$ cat config.mk
export PLATFORM = sky130hd
export DESIGN_NAME = colour_sequence_buffer_flat
export DESIGN_NICKNAME = d
export VERILOG_FILES = /design/src/rtl/colour_sequence_buffer_if.sv /design/src/rtl/colour_sequence_buffer.sv /design/src/flat_wrapper.sv
export SDC_FILE = /design/constraint.sdc
export NUM_CORES = 1
export LEC_CHECK = 0
export CORE_MARGIN = 2
export CORE_UTILIZATION = 54
export CTS_CLUSTER_DIAMETER = 150
export DETAILED_ROUTE_END_ITERATION = 8
export PLACE_DENSITY = 0.76
export SLEW_MARGIN = 20
export SYNTH_ARGS = -nofsm -noshare
export SYNTH_HDL_FRONTEND = slang
export SYNTH_SLANG_ARGS = --single-unit
$ cat constraint.sdc
create_clock -name clk -period 2.65 [get_ports clk]
set_input_delay 0.3975 -clock clk [delete_from_list [all_inputs] [get_ports clk]]
set_output_delay 0.3975 -clock clk [all_outputs]
set_load 0.02 [all_outputs]
$ cat src/rtl/colour_sequence_buffer_if.sv
// Bundle of strobes and responses between the game FSM (master)
// and the colour sequence buffer (slave).
interface colour_sequence_buffer_if #(
  parameter int unsigned COLOUR_W = 2,
  parameter int unsigned LEN_W    = 6
);
  logic                clear;
  logic                append;
  logic [COLOUR_W-1:0] new_colour;
  logic                play_start;
  logic                play_next;
  logic                play_valid;
  logic [COLOUR_W-1:0] play_colour;
  logic                play_done;
  logic                check_start;
  logic                check_valid;
  logic [COLOUR_W-1:0] check_colour;
  logic                check_match;
  logic                check_error;
  logic                check_done;
  logic [LEN_W-1:0]    length;
  logic                full;
  logic                overflow;
  logic                busy;

  modport master (
    output clear, append, new_colour, play_start, play_next, check_start, check_valid,
           check_colour,
    input  play_valid, play_colour, play_done, check_match, check_error, check_done, length,
           full, overflow, busy
  );

  modport slave (
    input  clear, append, new_colour, play_start, play_next, check_start, check_valid,
           check_colour,
    output play_valid, play_colour, play_done, check_match, check_error, check_done, length,
           full, overflow, busy
  );
endinterface

$ cat src/rtl/colour_sequence_buffer.sv
// Simon Says colour sequence store with replay and player-check modes.
// SEQ_SHIFT_ON_FULL_EN: append while full shifts out the oldest entry instead of dropping.
module colour_sequence_buffer #(
  parameter int unsigned DEPTH    = 32,
  parameter int unsigned COLOUR_W = 2,
  parameter int unsigned LEN_W    = $clog2(DEPTH + 1)
) (
  input logic                     clk,
  input logic                     reset,
  colour_sequence_buffer_if.slave bus
);
  localparam int unsigned AddrW = $clog2(DEPTH);

  typedef enum logic [1:0] {StIdle, StPlay, StCheck} state_e;

  state_e              state_q;
  logic [LEN_W-1:0]    length_q;
  logic [LEN_W-1:0]    idx_q;
  logic                overflow_q;
  logic                play_valid_q;
  logic [COLOUR_W-1:0] play_colour_q;
  logic                play_done_q;
  logic                check_match_q;
  logic                check_error_q;
  logic                check_done_q;
  logic [COLOUR_W-1:0] mem_q [DEPTH];

  logic             full;
  logic             last_entry;
  logic             append_fire;
  logic [AddrW-1:0] rd_addr;
  logic [AddrW-1:0] next_addr;
  logic [AddrW-1:0] wr_addr;

  assign full        = (length_q == LEN_W'(DEPTH));
  assign last_entry  = (idx_q == length_q - LEN_W'(1));
  assign rd_addr     = idx_q[AddrW-1:0];
  assign next_addr   = rd_addr + AddrW'(1);
  assign wr_addr     = length_q[AddrW-1:0];
  // Append only wins in IDLE when no higher-priority strobe is present.
  assign append_fire = (state_q == StIdle) && !bus.clear && !bus.play_start &&
                       !bus.check_start && bus.append;

  // Storage is never reset; entries past length are never read.
  always_ff @(posedge clk) begin
    if (reset && append_fire) begin
      if (!full) begin
        mem_q[wr_addr] <= bus.new_colour;
      end
`ifdef SEQ_SHIFT_ON_FULL_EN
      else begin
        for (int i = 0; i < int'(DEPTH) - 1; i++) begin
          mem_q[AddrW'(i)] <= mem_q[AddrW'(i + 1)];
        end
        mem_q[AddrW'(DEPTH - 1)] <= bus.new_colour;
      end
`endif
    end
  end

  always_ff @(posedge clk) begin
    if (!reset) begin
      state_q       <= StIdle;
      length_q      <= '0;
      idx_q         <= '0;
      overflow_q    <= 1'b0;
      play_valid_q  <= 1'b0;
      play_colour_q <= '0;
      play_done_q   <= 1'b0;
      check_match_q <= 1'b0;
      check_error_q <= 1'b0;
      check_done_q  <= 1'b0;
    end else begin
      play_done_q   <= 1'b0;
      check_match_q <= 1'b0;
      check_error_q <= 1'b0;
      check_done_q  <= 1'b0;
      unique case (state_q)
        StIdle: begin
          if (bus.clear) begin
            length_q   <= '0;
            overflow_q <= 1'b0;
          end else if (bus.play_start) begin
            if (length_q != '0) begin
              state_q       <= StPlay;
              idx_q         <= '0;
              play_valid_q  <= 1'b1;
              play_colour_q <= mem_q[0];
            end else begin
              play_done_q <= 1'b1;
            end
          end else if (bus.check_start) begin
            if (length_q != '0) begin
              state_q <= StCheck;
              idx_q   <= '0;
            end else begin
              check_done_q <= 1'b1;
            end
          end else if (bus.append) begin
            if (!full) begin
              length_q <= length_q + LEN_W'(1);
            end else begin
              overflow_q <= 1'b1;
            end
          end
        end
        StPlay: begin
          if (bus.play_next) begin
            if (last_entry) begin
              state_q      <= StIdle;
              play_valid_q <= 1'b0;
              play_done_q  <= 1'b1;
            end else begin
              idx_q         <= idx_q + LEN_W'(1);
              play_colour_q <= mem_q[next_addr];
            end
          end
        end
        StCheck: begin
          if (bus.check_valid) begin
            if (bus.check_colour == mem_q[rd_addr]) begin
              check_match_q <= 1'b1;
              if (last_entry) begin
                check_done_q <= 1'b1;
                state_q      <= StIdle;
              end else begin
                idx_q <= idx_q + LEN_W'(1);
              end
            end else begin
              check_error_q <= 1'b1;
              state_q       <= StIdle;
            end
          end
        end
        default: state_q <= StIdle;
      endcase
    end
  end

  assign bus.play_valid  = play_valid_q;
  assign bus.play_colour = play_colour_q;
  assign bus.play_done   = play_done_q;
  assign bus.check_match = check_match_q;
  assign bus.check_error = check_error_q;
  assign bus.check_done  = check_done_q;
  assign bus.length      = length_q;
  assign bus.full        = full;
  assign bus.overflow    = overflow_q;
  assign bus.busy        = (state_q != StIdle);
endmodule

$ cat src/flat_wrapper.sv
// flat-port wrapper written by rule: the top's interface ports become plain ports
module colour_sequence_buffer_flat 
#(
  parameter int unsigned DEPTH    = 32,
  parameter int unsigned COLOUR_W = 2,
  parameter int unsigned LEN_W    = $clog2(DEPTH + 1)
)
  (clk, reset, bus_clear, bus_append, bus_new_colour, bus_play_start, bus_play_next, bus_check_start, bus_check_valid, bus_check_colour, bus_play_valid, bus_play_colour, bus_play_done, bus_check_match, bus_check_error, bus_check_done, bus_length, bus_full, bus_overflow, bus_busy);
  colour_sequence_buffer_if #(.COLOUR_W(COLOUR_W), .LEN_W(LEN_W)) bus_i ();
  input logic clk;
  input logic reset;
  input wire logic [$bits(bus_i.clear)-1:0] bus_clear;
  input wire logic [$bits(bus_i.append)-1:0] bus_append;
  input wire logic [$bits(bus_i.new_colour)-1:0] bus_new_colour;
  input wire logic [$bits(bus_i.play_start)-1:0] bus_play_start;
  input wire logic [$bits(bus_i.play_next)-1:0] bus_play_next;
  input wire logic [$bits(bus_i.check_start)-1:0] bus_check_start;
  input wire logic [$bits(bus_i.check_valid)-1:0] bus_check_valid;
  input wire logic [$bits(bus_i.check_colour)-1:0] bus_check_colour;
  output wire logic [$bits(bus_i.play_valid)-1:0] bus_play_valid;
  output wire logic [$bits(bus_i.play_colour)-1:0] bus_play_colour;
  output wire logic [$bits(bus_i.play_done)-1:0] bus_play_done;
  output wire logic [$bits(bus_i.check_match)-1:0] bus_check_match;
  output wire logic [$bits(bus_i.check_error)-1:0] bus_check_error;
  output wire logic [$bits(bus_i.check_done)-1:0] bus_check_done;
  output wire logic [$bits(bus_i.length)-1:0] bus_length;
  output wire logic [$bits(bus_i.full)-1:0] bus_full;
  output wire logic [$bits(bus_i.overflow)-1:0] bus_overflow;
  output wire logic [$bits(bus_i.busy)-1:0] bus_busy;
  assign bus_i.clear = bus_clear;
  assign bus_i.append = bus_append;
  assign bus_i.new_colour = bus_new_colour;
  assign bus_i.play_start = bus_play_start;
  assign bus_i.play_next = bus_play_next;
  assign bus_i.check_start = bus_check_start;
  assign bus_i.check_valid = bus_check_valid;
  assign bus_i.check_colour = bus_check_colour;
  assign bus_play_valid = bus_i.play_valid;
  assign bus_play_colour = bus_i.play_colour;
  assign bus_play_done = bus_i.play_done;
  assign bus_check_match = bus_i.check_match;
  assign bus_check_error = bus_i.check_error;
  assign bus_check_done = bus_i.check_done;
  assign bus_length = bus_i.length;
  assign bus_full = bus_i.full;
  assign bus_overflow = bus_i.overflow;
  assign bus_busy = bus_i.busy;
  colour_sequence_buffer #(.DEPTH(DEPTH), .COLOUR_W(COLOUR_W), .LEN_W(LEN_W)) u_core (.clk(clk), .reset(reset), .bus(bus_i));
endmodule
; Word-level counts from Yosys, hierarchy flattened
; Memory sizes are Yosys's and may differ from the RTL's. A register that Yosys moved wholly into a read port is not among the register bits.
; Index checks and enable logic that the tools add are counted.
[totals]
reg_bits = 22
n_memories = 1
ramBits = 64
wordCells = 114
input_bits = 12
[classes]
n_eq_ne = 17
n_reduce_logical = 22
add_sub_neg = 4
n_mux = 60
[memory_table]
columns = name, words, word_bits, read_ports, rd_clocked_by_memory_dff, wr, line
row1 = u_core.mem_q, 32, 2, 3, 1, 1, colour_sequence_buffer.sv:26  ; logic [COLOUR_W-1:0] mem_q [DEPTH];
[op_table]
columns = op, count
row1 = 2-to-1 mux 6 bit, 13
row2 = 2-to-1 mux 2 bit, 14
row3 = 2-to-1 mux 1 bit, 25
row4 = "inequality test 2 bit, second input constant", 9
row5 = case mux 6 bit (3 select lines), 1
row6 = AND reduction 6 bit, 3
row7 = AND reduction 5 bit, 3
row8 = "adder 6 x 1 -> 6 bit, second input constant", 2
row9 = 2-to-1 mux 5 bit, 2
row10 = nonzero test 2 bit, 4
row11 = equality test 6 bit, 1
row12 = "equality test 6 bit, second input constant", 1
row13 = case mux 1 bit (2 select lines), 3
row14 = case mux 2 bit (3 select lines), 1
row15 = nonzero test 6 bit, 1
row16 = "subtractor 6 x 1 -> 6 bit, second input constant", 1
row17 = "adder 5 x 1 -> 5 bit, second input constant", 1
row18 = logical AND 1 bit, 5
row19 = "inequality test 2 x 1 -> 1 bit, second input constant", 2
row20 = case mux 2 bit (2 select lines), 1
row21 = logical NOT 1 bit, 3
row22 = "inequality test 3 bit, second input constant", 1
row23 = AND reduction 3 bit, 1
row24 = nonzero test 3 bit, 1
row25 = other kinds (4), 4

; Logic depth before layout (Yosys ltp)
[logic_depth]
depth_word = 8
depth_mapped = 10
mapped_depth_nobuf = 10

; Least setup slack after synthesis
; No wires, ideal clock.
[synth_path]
path_type = reg2reg
start = register u_core.length_q[0] (netlist: u_core.bus.length[0])
end = register u_core.idx_q[5]
required_ns = 2.528
stages_incl_launch_ff = 10
setup_time_ns = 0.122
path_buffers = 0
path_slack_ns = 0.072
period_less_slack_ns = 2.578
arrival_time_ns = 2.456
path_cell_list = dfxtp_1 inv_1 ha_1 xor2_1 o31a_1 nor4_4 and3b_1 nor3b_4 and3_1 a221o_1
[synth_via]
elab_chain_len = 6
[synth_lines]
columns = element, line
row1 = from (decl), colour_sequence_buffer.sv:17  ; logic [LEN_W-1:0] length_q;
row2 = from (signal assigned), colour_sequence_buffer.sv:101  ; length_q <= length_q + LEN_W'(1);
row3 = subtractor 6 x 1 -> 6 bit or nonzero test 6 bit (tied branches), "colour_sequence_buffer.sv:36, colour_sequence_buffer.sv:84, colour_sequence_buffer.sv:93"
row4 = equality test 6 bit or 2-to-1 mux 6 bit (tied branches), -
row5 = "2-to-1 mux 6 bit, on equally long branches (3 in series)", -
row6 = case mux 6 bit (3 select lines) *, -
row7 = to (signal assigned), colour_sequence_buffer.sv:114  ; idx_q <= idx_q + LEN_W'(1);
row8 = to (signal assigned), colour_sequence_buffer.sv:127  ; idx_q <= idx_q + LEN_W'(1);
row9 = to (decl), colour_sequence_buffer.sv:18  ; logic [LEN_W-1:0] idx_q;
; Every way passes the cells marked *; elsewhere a longest branch is shown, timed or not. The select of a mux whose other input is x is not followed.
; A chain may end at the register's enable or synchronous reset.

; Worst setup path in the final report
[layout_path]
start = register u_core.length_q[1] (netlist: u_core.bus.length[1])
end = register u_core.idx_q[5]
; Same word-level chain as after synthesis.

==> impl_metrics.ini <==
[outcome]
status = finished, final reports clean

[synthesis]
yosys.cell_count.top_type = edfxtp_1
synthTopCellsByCount = 64 x edfxtp_1, 56 x nor2_1, 34 x mux2i_1
netlist.area_leader.share = 0.402
postSynthCellCount = 398
yosysTopAreaCell = edfxtp_1
postSynth.asyncResetShare = 0
avgSynthCellArea_um2 = 12.0
ys_warn_count = 0
syn-num-nets = 419
synth_area_um2 = 4780
synth-edff-count = 64
synth_cell_types = 58
synth_seq_cells = 91
synth_area_leaders = edfxtp_1 40%, dfxtp_1 11%, mux4_2 9.4%
synth_seq_area_share = 0.515
ys.flop_type = edfxtp_1

[floorplan]
rows = 34
dieArea_um2 = 9620
ios = 28
start_util = 0.554
core_area_um2 = 8640
die_w_um = 98.1
dieHeight_um = 98.1

[grt]
grtUsageTotal = 0.243
antenna_found_initial = 0
grt_start_max_net_pins = 33
grt-ovfl-total = 0
grt_pass1_vias = 3332
grt_pass1_wl_um = 17800

[layout]
area_growth_pct = 13.1
final_util = 0.626
stdcell_count = 552
n_antenna_cell = 0
nNetsFinal = 460
drive_above_1_share = 0.151

[critical_path]
critPathTopFamily = simple AND/OR/NAND/NOR gates
arrival_ns = 2.74
crit_path_top_delay_cell = dfxtp_1
critPathLaunchType = flop
r2r_cells = 9
crit_buf_inv = 1
cpPeakStageDelay_ns = 0.48
cp_max_fo = 7
rrSetupSlack_ns = 0.16
cp.required_ns = 2.90
cp_cell_sequence = inv_1 -> ha_1 -> xor2_1 -> o31a_1 -> nor4_4 -> and3b_1 -> nor3b_4 -> and3_1 -> a221o_1
path_depth = 9
crit_path_end_kind = flop
reg2reg_from = u_core.bus.length[1]$_SDFFE_PN0P_
critPathKind = flop to flop
r2r-end = u_core.idx_q[5]$_SDFFE_PN0P_

[clock_network]
cts_root_buffer = clkbuf_8
cts_resized = 0
cts_tree = yes
post_cts_buffers = 0
holdBufCountCts = 0
worst_skew_pair.late_latency_ns = 0.37
cts_sinks = 91
path_clk_slew_ns = 0.10
clockBufferDepth = 2
cts_max_level = 3
cts-buffers-inserted = 9

[routing]
vias = 3354
ant_nets = 0
wl_per_cell_um = 20.1
drc_errors = 0
drt_pass1_iterations = 5
wl_um = 11100
viasPerCell = 6.08
drt_iter0_markers = 299

[pwr]
fin_total_pwr_w = 0.00262
p_leak_nw = 1.77
peakVddDrop_uv = 285
pwr_density_cell_nw_per_um2 = 484

[placed_design]
gp_congestion = 0.863
io_buffers = 27
placed_cells = 536
place_hpwl_um = 8220

[timing]
fin_skew_ns = 0.0125
fin_setup_tns_ns = 0
tightest_slew_ns = 0.717
min_period_ns = 2.49
finalSetupViolCount = 0
rsz0062_at_grt = no
min_period_over_period = 0.940
maxSlewViolCount = 0
relSlewSlack = 0.519
fmax_ghz = 0.401
hold_viol = 0

[worst_hold_path]
min_path_type = flop to flop
hold_depth = 2
holdPathEnd = u_core.bus.play_valid$_SDFFE_PN0P_
hold_start = u_core.bus.play_valid$_SDFFE_PN0P_

[run]
maxCapViolCount = 0
[metal layers]
metal / global-route usage / share of wire / vias to the layer above
li1: - / - / 1573
met1: 0.351 / 0.44 / 1643
met2: 0.380 / 0.47 / 124
met3: 0.0351 / 0.063 / 14
met4: 0.0844 / 0.018 / 0
met5: 0 / 0 / -
[metrics by stage]
step	setup slack, ns	hold slack, ns	cell area [um^2]
3_3_place_gp	0.164	0.450	5230
2_1_floorplan	0.0725	0.479	4780
6_report	0.158	0.480	5410
4_1_cts	0.172	0.478	5410
5_1_grt	0.0126	0.499	5410
3_5_place_dp	0.0712	0.465	5230
[cells by family after synthesis]
group	synth area share
and+or+nand+nor	0.151
DFF	0.515
muxes	0.174
AOI/OAI and AO/OA	0.0728
buffers and inverters	0.0332
xor gates and xnor gates	0.0311
adders and majority gates	0.0236
[registers in the layout, summed over array words and instances (netlist names), named ones only]
name and count:
u_core.idx_q 6, u_core.bus.play_colour 2, u_core.bus.play_done 1, u_core.mem_q 64, u_core.bus.length 6, u_core.bus.check_error 1
u_core.bus.play_valid 1, u_core.bus.check_done 1, u_core.state_q 2, u_core.bus.check_match 1, u_core.bus.overflow 1
[cell type report]
type | instances | area [um^2]
Fill cell | 707 | 3230
Sequential cell | 91 | 2460
Tap cell | 108 | 135
Timing Repair Buffer | 46 | 425
Multi-Input combinational cell | 278 | 2160
Inverter | 13 | 48.8
Clock buffer | 9 | 124
Clock inverter | 7 | 52.6
[worst register-to-register path, cell delays in order, from the launching register on]
cell and delay [ns]:
dfxtp_1 0.48, inv_1 0.12, ha_1 0.25, xor2_1 0.17, o31a_1 0.34, nor4_4 0.18
and3b_1 0.22, nor3b_4 0.17, and3_1 0.18, a221o_1 0.26
[worst max-delay path by stage]
stage                                           start                      endpoint  slack, ns
finish              u_core.bus.length[1]$_SDFFE_PN0P_  u_core.idx_q[5]$_SDFFE_PN0P_       0.16
CTS                 u_core.bus.length[1]$_SDFFE_PN0P_  u_core.idx_q[5]$_SDFFE_PN0P_       0.17
floorplan           u_core.bus.length[0]$_SDFFE_PN0P_  u_core.idx_q[5]$_SDFFE_PN0P_       0.07
detailed placement                     bus_play_start  u_core.idx_q[5]$_SDFFE_PN0P_       0.07
global placement                      bus_check_valid  u_core.idx_q[5]$_SDFFE_PN0P_       0.16
global route        u_core.bus.length[1]$_SDFFE_PN0P_  u_core.idx_q[5]$_SDFFE_PN0P_       0.01
[where the power goes]
group / switching, W / total (W) / internal [W]
combinational: 0.000124 / 0.000221 / 0.0000965
sequential: 0.00000690 / 0.00153 / 0.00152
clock: 0.000519 / 0.000866 / 0.000348
[cells in the final DEF, fill, tap and decap left out, types with 2 or more instances in the layout]
cell type | Yosys | final
a211oi_1 | 2 | 2
a21oi_1 | 12 | 12
a22oi_1 | 8 | 8
a31o_2 | 2 | 2
a31oi_1 | 2 | 2
and2_1 | 2 | 2
and3_1 | 4 | 4
buf_4 | 1 | 18
clkbuf_8 | 0 | 9
clkdlybuf4s50_1 | 0 | 27
clkinv_1 | 0 | 2
clkinv_4 | 0 | 2
dfxtp_1 | 27 | 26
edfxtp_1 | 64 | 64
ha_1 | 9 | 9
inv_1 | 13 | 13
mux2i_1 | 34 | 34
mux2i_2 | 2 | 2
mux4_2 | 20 | 20
nand2_1 | 30 | 30
nand2b_1 | 4 | 4
nand3_1 | 20 | 20
nand3b_1 | 3 | 3
nand4_1 | 3 | 3
nor2_1 | 56 | 56
nor2b_1 | 5 | 5
nor3_1 | 4 | 4
o2111ai_1 | 2 | 2
o21ai_0 | 6 | 6
o2bb2ai_1 | 3 | 3
or2b_1 | 2 | 2
or3_1 | 3 | 3
or3b_2 | 2 | 2
xnor2_1 | 5 | 5
xor2_1 | 12 | 12
No activity file was read; power rests on OpenSTA's default activity.
